$ cat src/rtl/serial_adder_pkg.sv
// Shared types and constants for the bit-serial adder.
// Holds the controller state encoding and the default operand width.
package serial_adder_pkg;

   localparam int DEFAULT_WIDTH = 8;

   typedef enum logic [1:0] {
      IDLE = 2'd0,
      RUN  = 2'd1,
      DONE = 2'd2
   } state_t;

endpackage : serial_adder_pkg

$ cat src/rtl/serial_adder_full_adder_bit.sv
// Combinational 1-bit full adder used as the single arithmetic
// element of the bit-serial adder.
module full_adder_bit (
   input  logic a,
   input  logic b,
   input  logic cin,
   output logic sum,
   output logic cout
);

   assign sum  = a ^ b ^ cin;
   assign cout = (a & b) | (a & cin) | (b & cin);

endmodule : full_adder_bit

$ cat src/rtl/serial_adder_top.sv
// Bit-serial unsigned adder: operands are captured on start and summed
// LSB-first through one full adder and a carry flop, one bit per clock.
module serial_adder_top
   import serial_adder_pkg::*;
#(
   parameter int WIDTH = DEFAULT_WIDTH
) (
   input  logic             clk,
   input  logic             rst,
   input  logic             start,
   input  logic [WIDTH-1:0] data_a,
   input  logic [WIDTH-1:0] data_b,
   output logic [WIDTH:0]   result,
   output logic             done
);

   localparam int CW = (WIDTH > 1) ? $clog2(WIDTH) : 1;
   localparam logic [CW-1:0] LAST_CNT = CW'(WIDTH - 1);

   state_t           state_reg;
   state_t           state_next;
   logic [WIDTH-1:0] a_sr_reg;
   logic [WIDTH-1:0] b_sr_reg;
   logic [WIDTH-1:0] sum_reg;
   logic [WIDTH:0]   result_reg;
   logic [CW-1:0]    cnt_reg;
   logic             carry_reg;
   logic             load;
   logic             last;
   logic             bit_sum;
   logic             bit_cout;

   full_adder_bit u_fa (
      .a    (a_sr_reg[0]),
      .b    (b_sr_reg[0]),
      .cin  (carry_reg),
      .sum  (bit_sum),
      .cout (bit_cout)
   );

   always_ff @(posedge clk or negedge rst) begin
      if (!rst) begin
         state_reg <= IDLE;
      end else begin
         state_reg <= state_next;
      end
   end

   // A start request is honoured only outside RUN, so an operation in flight
   // cannot be disturbed.
   always_comb begin
      state_next = state_reg;
      load       = 1'b0;
      last       = 1'b0;
      case (state_reg)
         IDLE, DONE: begin
            if (start) begin
               load       = 1'b1;
               state_next = RUN;
            end
         end
         RUN: begin
            if (cnt_reg == LAST_CNT) begin
               last       = 1'b1;
               state_next = DONE;
            end
         end
         default: state_next = IDLE;
      endcase
   end

   always_ff @(posedge clk or negedge rst) begin
      if (!rst) begin
         a_sr_reg   <= '0;
         b_sr_reg   <= '0;
         sum_reg    <= '0;
         result_reg <= '0;
         cnt_reg    <= '0;
         carry_reg  <= 1'b0;
      end else if (load) begin
         a_sr_reg  <= data_a;
         b_sr_reg  <= data_b;
         cnt_reg   <= '0;
         carry_reg <= 1'b0;
      end else if (state_reg == RUN) begin
         a_sr_reg  <= a_sr_reg >> 1;
         b_sr_reg  <= b_sr_reg >> 1;
         sum_reg   <= {bit_sum, sum_reg[WIDTH-1:1]};
         carry_reg <= bit_cout;
         cnt_reg   <= cnt_reg + CW'(1);
         // The final bit and its carry-out go straight into the result so it
         // is valid on the same edge that enters DONE.
         if (last) begin
            result_reg <= {bit_cout, bit_sum, sum_reg[WIDTH-1:1]};
         end
      end
   end

   assign result = result_reg;
   assign done   = (state_reg == DONE);

endmodule : serial_adder_top

$ cat config.mk
export PLATFORM = sky130hd
export DESIGN_NAME = serial_adder_top
export DESIGN_NICKNAME = d
export VERILOG_FILES = /design/src/rtl/serial_adder_pkg.sv /design/src/rtl/serial_adder_full_adder_bit.sv /design/src/rtl/serial_adder_top.sv
export SDC_FILE = /design/constraint.sdc
export NUM_CORES = 1
export LEC_CHECK = 0
export ABC_CLOCK_PERIOD_IN_PS = 2400
export CAP_MARGIN = 10
export CORE_MARGIN = 4
export CORE_UTILIZATION = 55
export CTS_CLUSTER_DIAMETER = 30
export CTS_CLUSTER_SIZE = 28
export DETAILED_ROUTE_END_ITERATION = 7
export PLACE_DENSITY = 0.91
export SKIP_CTS_REPAIR_TIMING = 1
export SLEW_MARGIN = 5
export SYNTH_ARGS = -nofsm -noshare
export SYNTH_HDL_FRONTEND = slang
export SYNTH_SLANG_ARGS = --single-unit
$ cat constraint.sdc
create_clock -name clk -period 2.4 [get_ports clk]
set_input_delay 0.24 -clock clk [delete_from_list [all_inputs] [get_ports clk]]
set_output_delay 0.24 -clock clk [all_outputs]
set_load 0.05 [all_outputs]
==> impl_results.md <==
* Leak Pwr at around 0.00095 uW
* Largest net degree at the start of global routing at 39
* Max reg flops at 9
* Count leader, synth: dfrtp_1
* GPL Wtd Cong at 0.779
* Ant diodes at 0
* Syn_nets at between 150 and 200
* Setup TNS at 0 ns
* Iter 0 DRT Violations at between 50 and 60
* Final-report hold violation count at 0
* Post-Synth Adder-Cell Area at under 10%
* Setup CP Type: reg -> out
* Most instantiated cells after synthesis: 38 x dfrtp_1, 22 x nand2_1, 9 x mux2_4, 9 x nor2_1, 8 x buf_2
* Max-capacitance violation count at 0
* Via count at 1174
* Core area at slightly above 3000 um2
* Worst setup startpoint: state_reg[0]$_DFFE_PN0P_
* Mux contribution to synthesized area at between 10% and 20%
* Residual DRC at 0
* Main combinational cell family by area after synthesis: simple AND/OR/NAND/NOR gates
* Initial cell density of the core at 56.7%
* Area of the multi-input gates at about 700 um2
* Crit end category: output port
* Minimum clock period at around 2 ns
* Post-Synth Simple-Gate Area at 14.2%
* Critical Path RT at about 2.2 ns
* Rows at 20
* Synth-to-Final Area Change at 21.1%
* Initial antenna violation count at 0
* Max Clk Rate at 504 MHz
* Hpwl dp at ~2300 um
* Worst slew pin tran at 0.591 ns
* Nets at 202
* Syn Inst Count at 150
* Detailed Routing Iterations Pass 1 at 4
* Vias per cell at 5.24
* CTS tree: yes
* Final Setup Violations at 0
* Final std cells w/o fill at 224
* Xor/xnor cell area share of the yosys netlist at 0%
* Compound-cell area share of the yosys netlist at a little over a tenth
* Slew Viols, Final at 0
* YS warnings at 0
* Worst EP arrival at approximately 1.7 ns
* Wire length per cell at roughly 14 um
* Worst-Skew Late Latency at 0.33 ns
* Mapped Avg Cell Area at ~11 um2
* Area leader, netlist: dfrtp_1
* Die footprint at approximately 4100 um2
* Crit-path max FO at 2
* Filler Cells Inserted at between 200 and 250
* Prevailing post-synth register cell: dfrtp_1
* Pwr Density at 1340 nW/um2
* Synth top area share at roughly 55%
* Netlist Area Pre-Place at between 1500 and 2000 um2
* Setup WS post-layout at ~0.42 ns
* Maximum vdd drop at 519 uV
* Die W at between 60 and 70 um
* Root buffer cell: clkbuf_4
* Part of the cycle the worst path needs at between 80% and 90%
* Clock sink count at 38
* Register area share after synthesis at a little under three fifths
* Final ANT Viol Nets at 0
* Yosys reg bits at 38
* Reg2reg start: state_reg[0]$_DFFE_PN0P_
* PortBufs at 28
* Clk buf depth at 2
* Die Span Y at 63.9 um
* Slew margin rel. at about three fifths
* Post-synth ARST share at 100%
* Number of flops mapped to enable cells by yosys at 0
* GR Overflow Total at 0
* All-Layer GR Usage at 18.1%
* Final wirelength at 3140 um
* Synth unique cells at 25
* Status: completed
* DP Cell Count at around 220
* I/O pin total at 29
* Dominant cells by area after synthesis: dfrtp_1 55%, mux2_4 7.9%, nand2_1 4.8%, mux2i_1 3.5%, a211oi_1 2.6%
* Vias in the first global route at roughly 1200
* Worst-path clk slew at approximately 0.10 ns
* RSZ-0062 raised after global routing: false
* Clock Skews at 0.00558 ns
* Register area at between 900 and 1000 um2
* Pre-CTS setup slack at 0.596 ns
* Htree depth at 2
* Global-route wire length before repair at between 5000 and 6000 um
* CTS buffer count at 5
* Startpoint types: flip-flop
* Fraction of layout instances using a drive strength above 1 at ~14%
* Hold WC Path Type: in -> async
[cells in the final DEF, fill, tap and decap left out]
cell type	netlist	layout
dfrtp_1	38	38
clkdlybuf4s50_1	0	28
nand2_1	22	22
nor2_1	9	9
mux2_4	9	9
o22ai_1	7	7
nor2b_1	7	7
nor3_1	7	7
mux2i_1	6	6
a211oi_1	6	6
a21oi_1	6	6
a22o_1	5	5
clkbuf_4	0	5
buf_4	1	5
nand2b_1	3	3
o21ai_0	3	3
nand3_1	2	2
mux2_2	2	2
ha_1	2	2
clkinv_2	0	2
inv_1	1	1
nor2b_2	1	1
mux2_1	1	1
a22oi_1	1	1
nand2_4	1	1
fa_1	1	1
[final cells by class]
class                   instances  area share (%)
clock buffers                   5            1.81
multi-input cells             101            33.8
clock inverters                 2           0.482
flip-flops and latches         38            45.8
inverters                       1           0.181
well taps                      44            2.65
repair buffers                 33            15.3
[through the flow]
stage,util (%),cell area [um2],power [uW],hold WS [ns]
after floorplan,-,1720,2140,-0.0556
after global routing,68.6,2080,3020,0.346
after detailed placement,67.1,2030,2510,0.484
after global placement,67.1,2030,2420,0.459
final,68.6,2080,2780,0.336
after CTS,68.6,2080,2810,0.328
[power breakdown]
| group | total (uW) | internal, uW | switching, uW | leakage (uW) |
|---|---|---|---|---|
| sequential | 1150 | 944 | 203 | 0.000468 |
| clock | 299 | 105 | 193 | 0.0000308 |
| combinational | 1330 | 599 | 731 | 0.000453 |
| total | 2780 | 1650 | 1130 | 0.000951 |
[routing by layer]
layer / vias to the layer above / GRT usage (%) / routed length (um)
li1: 582 / - / -
met1: 554 / 20.4 / 1360
met2: 30 / 30.3 / 1570
met3: 8 / 6.33 / 156
met4: 0 / 8.36 / 51
met5: - / 0 / 0
[worst paths after layout]
path | endpoint | depth (start not counted) | slack [ns]
min reg2reg | sum_reg[1]$_DFFE_PN0P_ | 2 | 0.50
min in group clk | sum_reg[1]$_DFFE_PN0P_ | 2 | 0.50
min | result[1]$_DFFE_PN0P_ | 2 | 0.34
max reg2reg | result[1]$_DFFE_PN0P_ | 4 | 0.73
max | done | 3 | 0.42
max in group asynchronous | b_sr_reg[0]$_DFFE_PN0P_ | 2 | 1.73
[worst max-delay path, cell delays in order, from the launching register on]
cell and delay, ns:
dfrtp_1 0.39, nand2b_1 0.16, inv_1 0.07, clkdlybuf4s50_1 0.79
[kinds of logic after synthesis]
| family | count (synthesis) |
|---|---|
| AO/OA/AOI/OAI | 28 |
| adder cells (fa/ha/maj) | 3 |
| buffers and inverters | 11 |
| flip-flops | 38 |
| multiplexers | 18 |
| AND/OR/NAND/NOR | 52 |
Note: power is estimated with default switching activity, not from simulation.
